`src/rtl/out_port_ctrl.sv`:
```
// Output-port peripheral for the `out` instruction: holding register plus small FIFO.
// A write reaches tx_valid one cycle later; tx_ready=0 backpressures, and a write into a full FIFO is dropped and sets overflow.
module out_port_ctrl #(
  parameter int DATA_WIDTH = 32,
  parameter int DEPTH      = 4,
  parameter int CNT_W      = 3
) (
  input  logic                  Clock,
  input  logic                  Reset,
  input  logic                  OutPortin,
  input  logic [DATA_WIDTH-1:0] BusMuxOut,
  output logic [DATA_WIDTH-1:0] OutPort_out,
  output logic [DATA_WIDTH-1:0] tx_data,
  output logic                  tx_valid,
  input  logic                  tx_ready,
  output logic                  full,
  output logic [CNT_W-1:0]      count,
  output logic                  overflow
);

  localparam int PTR_W = $clog2(DEPTH);

  logic [DATA_WIDTH-1:0] r_mem [DEPTH];
  logic [DATA_WIDTH-1:0] r_out_port;
  logic [PTR_W-1:0]      r_wr_ptr;
  logic [PTR_W-1:0]      r_rd_ptr;
  logic [CNT_W-1:0]      r_count;
  logic                  r_strobe_d;
  logic                  r_overflow;

  logic w_write;
  logic w_full;
  logic w_valid;
  logic w_pop;
  logic w_push;

  // The strobe is a level from the control unit; only its first cycle counts as a write.
  assign w_write = OutPortin & ~r_strobe_d;
  assign w_full  = (r_count == CNT_W'(DEPTH));
  assign w_valid = (r_count != '0);
  assign w_pop   = w_valid & tx_ready;
  assign w_push  = w_write & (~w_full | w_pop);

  always_ff @(posedge Clock or posedge Reset) begin
    if (Reset) begin
      r_out_port <= '0;
      r_wr_ptr   <= '0;
      r_rd_ptr   <= '0;
      r_count    <= '0;
      r_strobe_d <= 1'b0;
      r_overflow <= 1'b0;
    end else begin
      r_strobe_d <= OutPortin;
      if (w_write) begin
        r_out_port <= BusMuxOut;
      end
      if (w_write && !w_push) begin
        r_overflow <= 1'b1;
      end
      if (w_push) begin
        r_wr_ptr <= r_wr_ptr + PTR_W'(1);
      end
      if (w_pop) begin
        r_rd_ptr <= r_rd_ptr + PTR_W'(1);
      end
      if (w_push && !w_pop) begin
        r_count <= r_count + CNT_W'(1);
      end else if (w_pop && !w_push) begin
        r_count <= r_count - CNT_W'(1);
      end
    end
  end

  // Storage needs no reset; occupancy alone decides which entries are meaningful.
  always_ff @(posedge Clock) begin
    if (w_push) begin
      r_mem[r_wr_ptr] <= BusMuxOut;
    end
  end

  assign OutPort_out = r_out_port;
  assign tx_data     = r_mem[r_rd_ptr];
  assign tx_valid    = w_valid;
  assign full        = w_full;
  assign count       = r_count;
  assign overflow    = r_overflow;

endmodule

```
`config.mk`:
```
export PLATFORM = sky130hd
export DESIGN_NAME = out_port_ctrl
export DESIGN_NICKNAME = d
export VERILOG_FILES = /design/src/rtl/out_port_ctrl.sv
export SDC_FILE = /design/constraint.sdc
export NUM_CORES = 1
export LEC_CHECK = 0
export BUFFER_PORTS_ARGS = -buffer_cell sky130_fd_sc_hd__buf_2
export CORE_ASPECT_RATIO = 1.5
export CORE_UTILIZATION = 45
export DETAILED_ROUTE_END_ITERATION = 12
export PLACE_DENSITY = 0.69
export SLEW_MARGIN = 15
export SYNTH_ARGS = -nofsm -noshare
export SYNTH_HDL_FRONTEND = slang
export SYNTH_SLANG_ARGS = --single-unit
export TNS_END_PERCENT = 5
```
`constraint.sdc`:
```
create_clock -name Clock -period 2.05 [get_ports Clock]
set_clock_uncertainty 0.05 [all_clocks]
set_input_delay 0.205 -clock Clock [delete_from_list [all_inputs] [get_ports Clock]]
set_output_delay 0.205 -clock Clock [all_outputs]
set_load 0.01 [all_outputs]
```
# ---- Word-level counts from Yosys, hierarchy flattened
# Memories as Yosys holds them, arrays and structs flattened.
# Cells that the tools add are included.
dict set report classes {
  add_sub_neg 4
  n_mul 0
  div_mod_pow 0
  order_cmp 0
  eq_ne 1
  n_shift 0
  n_mux 4
  bitwise 6
  n_reduce_logical 7
}
# op n
set ops {}
lappend ops {{two-way mux 3 bit} 2}
lappend ops {{adder 2 x 1 -> 2 bit, second input constant} 2}
lappend ops {{adder 3 x 1 -> 3 bit, second input constant} 1}
lappend ops {{bitwise AND 1 bit} 3}
lappend ops {{== test 3 bit, second input constant} 1}
lappend ops {{logical AND 1 bit} 3}
lappend ops {{nonzero test 3 bit} 1}
lappend ops {{subtractor 3 x 1 -> 3 bit, second input constant} 1}
lappend ops {{logical NOT 1 bit} 2}
lappend ops {{two-way mux 1 bit} 2}
lappend ops {{inverter 1 bit} 2}
lappend ops {{nonzero test 2 bit} 1}
lappend ops {{OR 1 bit} 1}
dict set report totals {
  regBits 41
  latchBits 0
  ram_bits 128
  romBits 0
  inputBits 36
  out_inout_bits 70
  elab_cells 29
  memories 1
}
# memory words width read_ports rd_clocked_by_memory_dff wr line
set memory_table {}
lappend memory_table {r_mem 4 32 1 0 1 23} ;# logic [DATA_WIDTH-1:0] r_mem [DEPTH];

# ---- Longest topological paths before layout
dict set report depth {
  ltp_word 8
  mapped_depth 10
  mapped_depth_nobuf 8
}

# ---- Worst setup path after synthesis
# OpenSTA, ideal clock, no wires.
dict set report synth_path {
  path_type {register to register}
  from {register r_count[0] (netlist: count[0])}
  to {register r_count[2] (netlist: count[2])}
  setup_time_ns 0.079
  t_arrival_ns 2.052
  t_required_ns 1.921
  slack_ns -0.131
  stages_incl_launch_ff 9
  n_path_buf 0
  synth_period_minus_slack_ns 2.181
  cell_sequence {dfrtp_1 > or3_1 > nand2_1 > ha_1 > inv_1 > fa_1 > xor2_1 > nor2_1 > xor2_1}
}
dict set report synth_between {
  elab_chain_cells 7
  elab_cells_between_ends 15
  classes_between {add/sub (2); eq/ne (1); mux (2); bitwise (4); reduce/logical (6)}
}
# item line
set synth_rtl {}
lappend synth_rtl {{start: declaration} 27} ;# logic [CNT_W-1:0] r_count;
lappend synth_rtl {{start signal: assignment} 67} ;# r_count <= r_count + CNT_W'(1);
lappend synth_rtl {{start signal: assignment} 69} ;# r_count <= r_count - CNT_W'(1);
lappend synth_rtl {{nonzero test 3 bit *} 40} ;# assign w_valid = (r_count != '0);
lappend synth_rtl {{via tx_valid} 14} ;# output logic tx_valid,
lappend synth_rtl {{bitwise AND 1 bit *} 41} ;# assign w_pop = w_valid & tx_ready;
lappend synth_rtl {{OR 1 bit} 42} ;# assign w_push = w_write & (~w_full | w_pop);
lappend synth_rtl {{bitwise AND 1 bit} 42}
lappend synth_rtl {{logical NOT 1 bit} 68} ;# end else if (w_pop && !w_push) begin
lappend synth_rtl {{logical AND 1 bit} 68}
lappend synth_rtl {{nonzero test 2 bit (no source line)} --}
# Mark *: on every way through the listed nets, which the timed path passes. The rest lies on a longest branch. The select of a mux whose other input is x is not followed.
# A chain may end at the register's enable or synchronous reset.

# ---- Worst setup path in the final report
dict set report layout_path {
  from {register r_count[1] (netlist: count[1])}
  to {register r_count[1] (netlist: count[1])}
}
dict set report layout_between {
  elab_chain_cells 7
  elab_cells_between_ends 15
  classes_between {add/sub (2); eq/ne (1); mux (2); bitwise (4); reduce/logical (6)}
}
# item line
set layout_rtl {}
lappend layout_rtl {{nonzero test 3 bit or == test 3 bit (tied branches)} {40, 39}}
lappend layout_rtl {{bitwise AND 1 bit or inverter 1 bit (tied branches)} {41, 42}}
lappend layout_rtl {{OR 1 bit} 42}
lappend layout_rtl {{bitwise AND 1 bit} 42}
lappend layout_rtl {{logical NOT 1 bit} 68}
lappend layout_rtl {{logical AND 1 bit} 68}
lappend layout_rtl {{nonzero test 2 bit (no source line)} --}
# Parallel ways exist; a longest one is shown, timed or not. The select of a mux whose other input is x is not followed.

==> impl_metrics.csv <==
group,metric,value,unit
floorplan,die_h,147.1,um
min_path,min_to,"r_mem[0][27]",
pwr,peakVddDrop,0.7593,mV
clock_network,cts_made_buffers,17,
clock_network,clk_latency,410,ps
drt,via_per_inst,5.168,
synthesis,synthCells,277,
global_routing,grt_max_degree,34,
floorplan,die_area,14520,sq um
floorplan,io_pins,106,
floorplan,initial_core_util,46.43,%
worst_setup_path,worstPathMaxFanout,3,
floorplan,rows,52,
drt,ant_nets,0,
drt,drt_first_pass_iters,4,
drt,wirelength,12210,um
min_path,min-delay-path-class,"in -> reg",
worst_setup_path,r2r-end,"count[1]",
status,status,"finished clean",
drt,vias,3173,
worst_setup_path,cp_data_arrival_time,2290,ps
sta,slew_headroom,66.77,%
synthesis,ys_ff_latch,169,
global_routing,grt_pass1_wl,18710,um
synthesis,synthesis.nets,319,
clock_network,cts_max_path_buffers,2,
drt,wl_per_cell,19.89,um
cells_and_area,antenna_cells,0,
sta,rsz0062_at_grt,"yes",
sta,period_minus_slack,2043,ps
global_routing,grt.total_usage,17.85,%
job,max_cap_violations,0,
global_routing,antenna_found_initial,0,
drt,drt_iter0_markers,115,
synthesis,syn-cell-area,6314,sq um
sta,report.final.slew_viol_count,0,
clock_network,cts_tree,"done",
global_routing,grt_pass1_vias,3485,
sta,holdWs,12.99,ps
synthesis,yosysWarnings,0,
cells_and_area,syn_to_final_growth,30.76,%
sta,hold_viol_final,0,
min_path,hold_path_depth,1,
clock_network,cts_root_buf,"clkbuf_16",
cells_and_area,instances_no_fill,614,
worst_setup_path,worst-endpoint-required,2300,ps
pwr,p_total,10.97,mW
cells_and_area,layout-drive-gt1-share,50.88,%
worst_setup_path,rr_startpoint,"count[1]",
worst_setup_path,rr_worst_depth,7,
floorplan,die_w,98.72,um
pwr,p_per_area,1329,nW/um^2
sta,period_share,99.65,%
worst_setup_path,r2r_slack,7,ps
worst_setup_path,worstSetupPathType,"reg -> reg",
pwr,p_leak,3.105,nW
worst_setup_path,crit_path_end_kind,"flip-flop",
sta,setup_viol,0,
sta,max_freq,489.5,MHz
cells_and_area,nNetsFinal,481,
placed_design,dp_cells,544,
synthesis,ys_types,23,
sta,tns,0,ps
synthesis,syn_avg_cell_area,22.79,sq um
placed_design,io_buffers,105,
floorplan,coreArea,13600,sq um
clock_network,path_clk_slew,60,ps
sta,worst_slew_pin_slew,498.4,ps
clock_network,numClockSinks,169,
cells_and_area,final_core_util,60.71,%
drt,drcViolationCount,0,
cells_and_area,n_fill_cell,973,
placed_design,place_congestion,0.6870,
global_routing,grt.overflow.total,0,
worst_setup_path,start_kind,"flip-flop",
clock_network,cts.htree.levels,4,
placed_design,dp_hpwl,7328,um
min_path,holdCritStartpoint,"BusMuxOut[27]",
synthesis,yosysSeqAreaShare,77.13,%
## worst max-delay path: stages (launching register included)
cell,delay [ps]
dfrtp_2,420
buf_4,140
nor4b_4,280
nor2b_2,110
ha_4,170
inv_1,60
fa_2,430
mux2_2,260
## where the power goes
group	internal, mW	total, mW	switching (mW)
Combinational	1.75	3.23	1.47
Clock	2.18	3.39	1.21
Sequential	4.17	4.35	0.187
Total	8.10	11.0	2.87
## stage by stage
stage / instance area (sq um) / worst slack, ps
final: 8255 / 7.158
after detailed placement: 7083 / -60.21
after floorplan: 6322 / -66.10
after global routing: 8255 / -38.33
after CTS: 8084 / -39.08
after global placement: 7083 / 6.401
## worst max-delay path by stage
| stage | start | endpoint | slack (ps) | cells past startpoint |
|---|---|---|---|---|
| finish | count[1] | count[1] | 7 | 7 |
| global route | r_rd_ptr[0] | tx_data[30] | -40 | 3 |
| CTS | count[2] | count[2] | -40 | 8 |
| detailed placement | count[2] | r_mem[3][7] | -60 | 4 |
| global placement | r_strobe_d | r_mem[1][7] | 6 | 4 |
| floorplan | r_strobe_d | r_mem[3][0] | -70 | 5 |
## cell usage in the layout, fill, tap and decap left out, types with 5 or more instances in the layout
| cell | count |
|---|---|
| buf_2 | 85 |
| mux2_2 | 33 |
| edfxtp_1 | 128 |
| clkbuf_16 | 18 |
| dlygate4sd3_1 | 33 |
| mux4_2 | 32 |
| dfrtp_1 | 37 |
| buf_6 | 21 |
| bufinv_16 | 5 |
| buf_4 | 15 |
## flip-flops by register name (all words and copies together) (netlist names)
register and cells:
r_wr_ptr 2, overflow 1, r_mem 128, count 3
r_strobe_d 1, r_rd_ptr 2, OutPort_out 32
## cells by family (layout without fill, tap and decap cells)
| family | after synthesis | in the layout | share of synthesized area, % |
|---|---|---|---|
| buffers and inverters | 17 | 192 | 1.684 |
| adder cells (fa/ha/maj) | 6 | 6 | 1.308 |
| multiplexers | 66 | 66 | 17.54 |
| AO/OA/AOI/OAI | 1 | 1 | 0.1190 |
| AND/OR/NAND/NOR | 12 | 12 | 1.387 |
| flip-flops | 169 | 169 | 77.13 |
| XOR/XNOR | 6 | 6 | 0.8323 |
## synth_stat cells
master    count  area (sq um)
a21o_1        1         7.510
and2_1        4         25.02
buf_2         7         35.03
buf_4         1         7.510
buf_6         4         45.04
clkbuf_1      1         3.750
dfrtp_1      41          1026
edfxtp_1    128          3844
fa_1          1         20.02
ha_1          5         62.56
inv_1         4         15.01
mux2_2       33         371.6
mux2_4        1         15.01
mux4_2       32         720.7
nand2_1       1         3.750
nand3_1       1         5.000
nor2_1        1         3.750
nor2b_1       2         12.51
nor3b_1       1         7.510
nor4b_4       1         23.77
or3_1         1         6.260
xnor2_1       4         35.03
xor2_1        2         17.52
## area by class of cell
class / instances / area, sq um / area share, %
flip-flops and latches: 169 / 4875 / 59.05
multi-input cells: 91 / 1385 / 16.78
repair buffers: 156 / 1150 / 13.93
clock buffers: 22 / 454.2 / 5.502
well taps: 162 / 202.7 / 2.455
clock inverters: 10 / 173.9 / 2.107
inverters: 4 / 15.01 / 0.1819
## routing by layer
metal	vias to the layer above	GRT usage, %	share of wire [%]
met1	1654	20.22	39
met5	-	0	0
met2	74	32.32	57
li1	1426	-	-
met3	19	3.473	2.7
met4	0	8.284	1.8
## what timing repair did
item,4_1_cts,5_1_grt
gates resized for setup,10,21
buffers inserted,0,4
pin swaps,1,5
hold endpoints to repair,137,0
hold buffers,33,0
endpoints found under the setup margin,136,27
gates cloned,0,1
Power figures use the tool's default switching activity.
